===== config.mk =====
export PLATFORM = sky130hd
export DESIGN_NAME = deint_block_ctrl
export DESIGN_NICKNAME = d
export VERILOG_FILES = /design/src/rtl/deint_block_ctrl.sv
export SDC_FILE = /design/constraint.sdc
export NUM_CORES = 1
export LEC_CHECK = 0
export ABC_AREA = 0
export CAP_MARGIN = 0
export CORE_MARGIN = 4
export CORE_UTILIZATION = 30
export DETAILED_ROUTE_END_ITERATION = 7
export PLACE_DENSITY = 0.6
export SLEW_MARGIN = 10
export SYNTH_ARGS = -nofsm -noshare
export SYNTH_HDL_FRONTEND = slang
export SYNTH_SLANG_ARGS = --single-unit

===== constraint.sdc =====
create_clock -name clk -period 2.4 [get_ports clk]
set_clock_uncertainty 0.2 [all_clocks]
set_input_delay 0.48 -clock clk [delete_from_list [all_inputs] [get_ports clk]]
set_output_delay 0.48 -clock clk [all_outputs]
set_load 0.05 [all_outputs]

===== src/rtl/deint_block_ctrl.sv =====
// Ping-pong block deinterleaver sequencer: writes the serial stream row-wise into one bank while
// reading the other bank in transposed order, then drains the final bank once the frame ends.
module deint_block_ctrl #(
  parameter int ROWS = 4,
  parameter int COLS = 4,
  localparam int N  = ROWS * COLS,
  localparam int AW = (N > 1) ? $clog2(N) : 1
) (
  input  logic          clk,
  input  logic          rst,
  input  logic          clr,
  input  logic          valid_recv,
  input  logic          data_i,
  input  logic          eof,
  output logic          in_ready,
  output logic          mem_wr_en,
  output logic          mem_wr_bank,
  output logic [AW-1:0] mem_wr_addr,
  output logic          mem_wr_data,
  output logic          mem_rd_en,
  output logic          mem_rd_bank,
  output logic [AW-1:0] mem_rd_addr,
  input  logic          mem_rd_data,
  output logic          data_o,
  output logic          valid_deco,
  output logic          blk_last,
  output logic          err,
  output logic [15:0]   blk_cnt
);

  typedef enum logic [1:0] {IDLE, FILL, STREAM, DRAIN} state_t;

  localparam logic [AW-1:0] LAST = AW'(N - 1);

  state_t        state;
  logic [AW-1:0] wr_cnt;
  logic [AW-1:0] rd_cnt;
  logic          wr_bank;
  logic          drain_bank;
  logic          rd_last;
  logic          accept;
  logic          blk_end;

  // Column-major walk over a row-major block.
  function automatic logic [AW-1:0] transpose(input logic [AW-1:0] c);
    int ci;
    ci = int'(c);
    return AW'(ci / ROWS + (ci % ROWS) * COLS);
  endfunction

  assign in_ready = (state != DRAIN);
  assign accept   = valid_recv && in_ready;
  assign blk_end  = (wr_cnt == LAST) || eof;
  assign data_o   = mem_rd_data;

  always_ff @(posedge clk or negedge rst) begin
    if (!rst) begin
      state       <= IDLE;
      wr_cnt      <= '0;
      rd_cnt      <= '0;
      wr_bank     <= 1'b0;
      drain_bank  <= 1'b0;
      rd_last     <= 1'b0;
      mem_wr_en   <= 1'b0;
      mem_wr_bank <= 1'b0;
      mem_wr_addr <= '0;
      mem_wr_data <= 1'b0;
      mem_rd_en   <= 1'b0;
      mem_rd_bank <= 1'b0;
      mem_rd_addr <= '0;
      valid_deco  <= 1'b0;
      blk_last    <= 1'b0;
      err         <= 1'b0;
      blk_cnt     <= '0;
    end else begin
      mem_wr_en  <= 1'b0;
      mem_rd_en  <= 1'b0;
      rd_last    <= 1'b0;
      // Output stage: RAM data arrives one cycle after the read strobe.
      valid_deco <= mem_rd_en;
      blk_last   <= mem_rd_en && rd_last;
      if (mem_rd_en && rd_last) blk_cnt <= blk_cnt + 16'd1;

      if (clr) begin
        state      <= IDLE;
        wr_cnt     <= '0;
        rd_cnt     <= '0;
        wr_bank    <= 1'b0;
        err        <= 1'b0;
        blk_cnt    <= '0;
        valid_deco <= 1'b0;
        blk_last   <= 1'b0;
      end else begin
        case (state)
          IDLE, FILL, STREAM: begin
            if (accept) begin
              mem_wr_en   <= 1'b1;
              mem_wr_bank <= wr_bank;
              mem_wr_addr <= wr_cnt;
              mem_wr_data <= data_i;
              if (state == STREAM) begin
                mem_rd_en   <= 1'b1;
                mem_rd_bank <= ~wr_bank;
                mem_rd_addr <= transpose(rd_cnt);
                rd_last     <= (rd_cnt == LAST);
              end
              // A short block (early eof) closes exactly like a full one.
              if (blk_end) begin
                if (eof && (wr_cnt != LAST)) err <= 1'b1;
                wr_bank    <= ~wr_bank;
                drain_bank <= wr_bank;
                wr_cnt     <= '0;
                rd_cnt     <= '0;
                state      <= eof ? DRAIN : STREAM;
              end else begin
                wr_cnt <= wr_cnt + 1'b1;
                if (state == STREAM) rd_cnt <= rd_cnt + 1'b1;
                if (state == IDLE) state <= FILL;
              end
            end
          end
          DRAIN: begin
            mem_rd_en   <= 1'b1;
            mem_rd_bank <= drain_bank;
            mem_rd_addr <= transpose(rd_cnt);
            rd_last     <= (rd_cnt == LAST);
            if (rd_cnt == LAST) begin
              rd_cnt <= '0;
              state  <= IDLE;
            end else begin
              rd_cnt <= rd_cnt + 1'b1;
            end
          end
          default: state <= IDLE;
        endcase
      end
    end
  end

endmodule


==> flow_metrics.py <==
metrics = {
    "sta": {
        "fin_crit_ps": 2290,
        "grt_setup_unrepaired": "false",
        "tightest_slew_ps": 575,
        "timing.fmax_mhz": 436,
        "tns_ps": 0,
        "fin_crit_sh_pct": 95.5,
        "drv_slew": 0,
        "finalHoldViolCount": 0,
        "setup_violations": 0,
        "maxSlewHeadroom_pct": 61.7,
    },
    "clocking": {
        "htreeDepth": 2,
        "clk_pin_slew_ps": 90,
        "clock_latency_ps": 300,
        "cts_root_buffer": "clkbuf_8",
        "cts_made_buffers": 5,
        "cts_resized": 0,
        "cts_tree": "built",
        "cts_max_path_buffers": 2,
        "cts_setup_buffers": 0,
        "clock-sinks": 45,
        "holdBufCountCts": 0,
    },
    "route": {
        "routed_wl_um": 4330,
        "postRouteAntennaNets": 0,
        "vias_per_cell": 4.73,
        "post_drt_wl_per_cell_um": 12.8,
        "drt_pass1_iterations": 4,
        "vias": 1604,
        "drt_iter0_drc": 60,
        "route.detailed.drc": 0,
    },
    "worst_setup_path": {
        "r2r_cells": 4,
        "critPathBufInv": 1,
        "cp_max_fo": 7,
        "crit_chain": "clkdlybuf4s50_1",
        "reg2reg_slack_ps": 430,
        "crit_path_end_kind": "output pin",
        "worstPathArrival_ps": 1610,
        "required_ps": 1720,
        "cpMaxStageDelayCell": "clkdlybuf4s50_1",
        "reg2reg_to": "mem_wr_data",
        "setup.worst_path.class": "reg2out",
        "cpPeakStageDelay_ps": 850,
        "cp_num_cells": 1,
        "crit_family": "buffers and inverters",
        "r2r_start": "state[1]",
        "cp-start-kind": "flip-flop",
        "crit_end": "blk_cnt[4]",
        "crit_path_start": "blk_cnt[4]",
    },
    "synth": {
        "yosysUniqueCellTypes": 36,
        "synthArstFlopShare_pct": 100,
        "synth_edf_count": 0,
        "synth_seq_cells": 45,
        "synth_nets": 209,
        "synthCells": 197,
        "yosys_warnings": 0,
        "synth.avg_cell_area_um2": 10.6,
        "synth_area_um2": 2100,
        "seq_area_frac_synth_pct": 53.7,
        "synth_ff_type": "dfrtp_1",
    },
    "power_and_ir_drop": {
        "powerDensity_nw_per_um2": 607,
        "vdd_drop_max_v": 0.000531,
        "cellLeakagePower_uw": 0.00116,
    },
    "final_layout": {
        "instances_no_fill": 339,
        "fin_nets": 255,
        "syn2layout_area_growth_pct": 29.1,
        "drive_gt1_share_pct": 14.8,
        "antenna_cells": 0,
    },
    "global_route": {
        "grt_max_degree": 46,
        "grt_usage_pct": 11.1,
        "grt_pass1_vias": 1532,
        "antenna_found_initial": 0,
        "grt_overflow": 0,
        "grt_pass1_wl_um": 7560,
    },
    "floorplan": {
        "placementRows": 30,
        "dieArea_um2": 8390,
        "die_h_um": 91.6,
        "start_util_pct": 30.8,
        "fp.dieW_um": 91.6,
        "ios": 41,
        "core_um2": 6790,
    },
    "placed_design": {
        "place.gp.congestion": 0.786,
        "placedCellCount": 332,
        "dp_hpwl_um": 3070,
        "io_buffers": 38,
    },
    "flow_run": {
        "cap_violations": 0,
    },
    "worst_hold_path": {
        "worstHoldPathType": "in2async",
    },
    "status": {
        "outcome": "finished, final reports clean",
    },
}
cell usage in the layout (no fill, tap or decap), types with 2 or more instances in the layout:
cell type	n
dfrtp_1	45
clkdlybuf4s50_1	36
nor2_1	24
a21oi_1	13
mux2_2	13
nand3_1	9
buf_4	9
nor3_1	8
o21ai_0	8
nand2_1	8
xnor2_1	7
clkbuf_8	6
inv_1	5
or3_1	5
ha_1	5
nand2b_1	4
nor4_1	4
and3_1	3
nor2b_1	3
xor2_1	3
a31oi_1	3
and2_1	2
a31o_2	2
a22o_1	2
nand4_2	2
and4_1	2
cell families after synthesis:
| logic type | after synthesis | share of synthesized area (%) |
|---|---|---|
| multiplexers | 14 | 7.46 |
| AND/OR/NAND/NOR | 78 | 19.6 |
| XOR/XNOR | 10 | 4.18 |
| adder cells (fa/ha/maj) | 5 | 2.99 |
| flip-flops | 45 | 53.7 |
| buffers and inverters | 12 | 2.45 |
| AO/OA/AOI/OAI | 33 | 9.55 |
per-layer routing:
layer / wire (µm) / vias up / GRT usage (%)
li1: - / 788 / -
met1: 2110 / 777 / 15.0
met2: 1990 / 34 / 17.0
met3: 191 / 5 / 3.15
met4: 44 / 0 / 3.77
met5: 0 / - / 0
registers in the layout, summed over array words and instances (netlist names):
signal,flops
blk_cnt,16
mem_rd_addr,4
mem_wr_addr,4
rd_cnt,4
wr_cnt,4
state,2
blk_last,1
drain_bank,1
err,1
mem_rd_bank,1
mem_rd_en,1
mem_wr_bank,1
mem_wr_data,1
mem_wr_en,1
rd_last,1
valid_deco,1
wr_bank,1
cell type report:
type | count | area [µm²]
clock inverter | 1 | 7.51
timing repair buffer | 46 | 433
fill | 689 | 4090
sequential | 45 | 1130
multi-input combinational | 140 | 918
tap | 96 | 120
clock buffer | 6 | 82.6
inverter | 5 | 18.8
where the power goes:
group | total [µW] | internal (µW) | switching, µW
registers | 833 | 804 | 29.7
clock network | 481 | 228 | 253
logic | 329 | 120 | 209
worst min-delay path by stage:
| stage | from | to | slack (ps) | cells after the start |
|---|---|---|---|---|
| detailed placement | mem_rd_addr[1] | mem_rd_addr[1] | 300 | 1 |
| CTS | rst | blk_cnt[6] | 80 | 2 |
| floorplan | rst | blk_cnt[0] | -20 | 0 |
| global placement | drain_bank | drain_bank | 290 | 1 |
| global route | rst | blk_last | 100 | 2 |
| finish | rst | blk_cnt[6] | 50 | 2 |
cells in the mapped netlist, drive strengths merged, types with 3 or more instances:
cell type,count,share of area [%]
or3,6,2.0
mux2,13,7.0
a31oi,3,0.90
nor3,8,1.9
clkbuf,4,0.72
nor2b,3,0.90
nand4,3,1.5
nor2,24,4.3
nand3,9,2.1
ha,5,3.0
o21ai,8,1.9
xnor2,7,2.9
nand2b,4,1.2
dfrtp,45,54
inv,5,0.90
and3,3,0.90
a21oi,13,3.1
buf,3,0.84
nand2,9,1.7
xor2,3,1.3
nor4,4,1.2
metrics by stage:
stage               cell area [µm²]  total power (µW)  util (%)  setup WS (ps)  hold slack [ps]
floorplan                      2100              1060         -            159            -15.6
global placement               2620              1180      38.5            236              290
detailed placement             2620              1180      38.5            205              298
CTS                            2710              1680      39.8           98.2             76.1
global route                   2710              1740      39.8           46.0              103
finish                         2710              1640      39.8            108             52.4
Note: power is estimated with default switching activity, not from simulation.
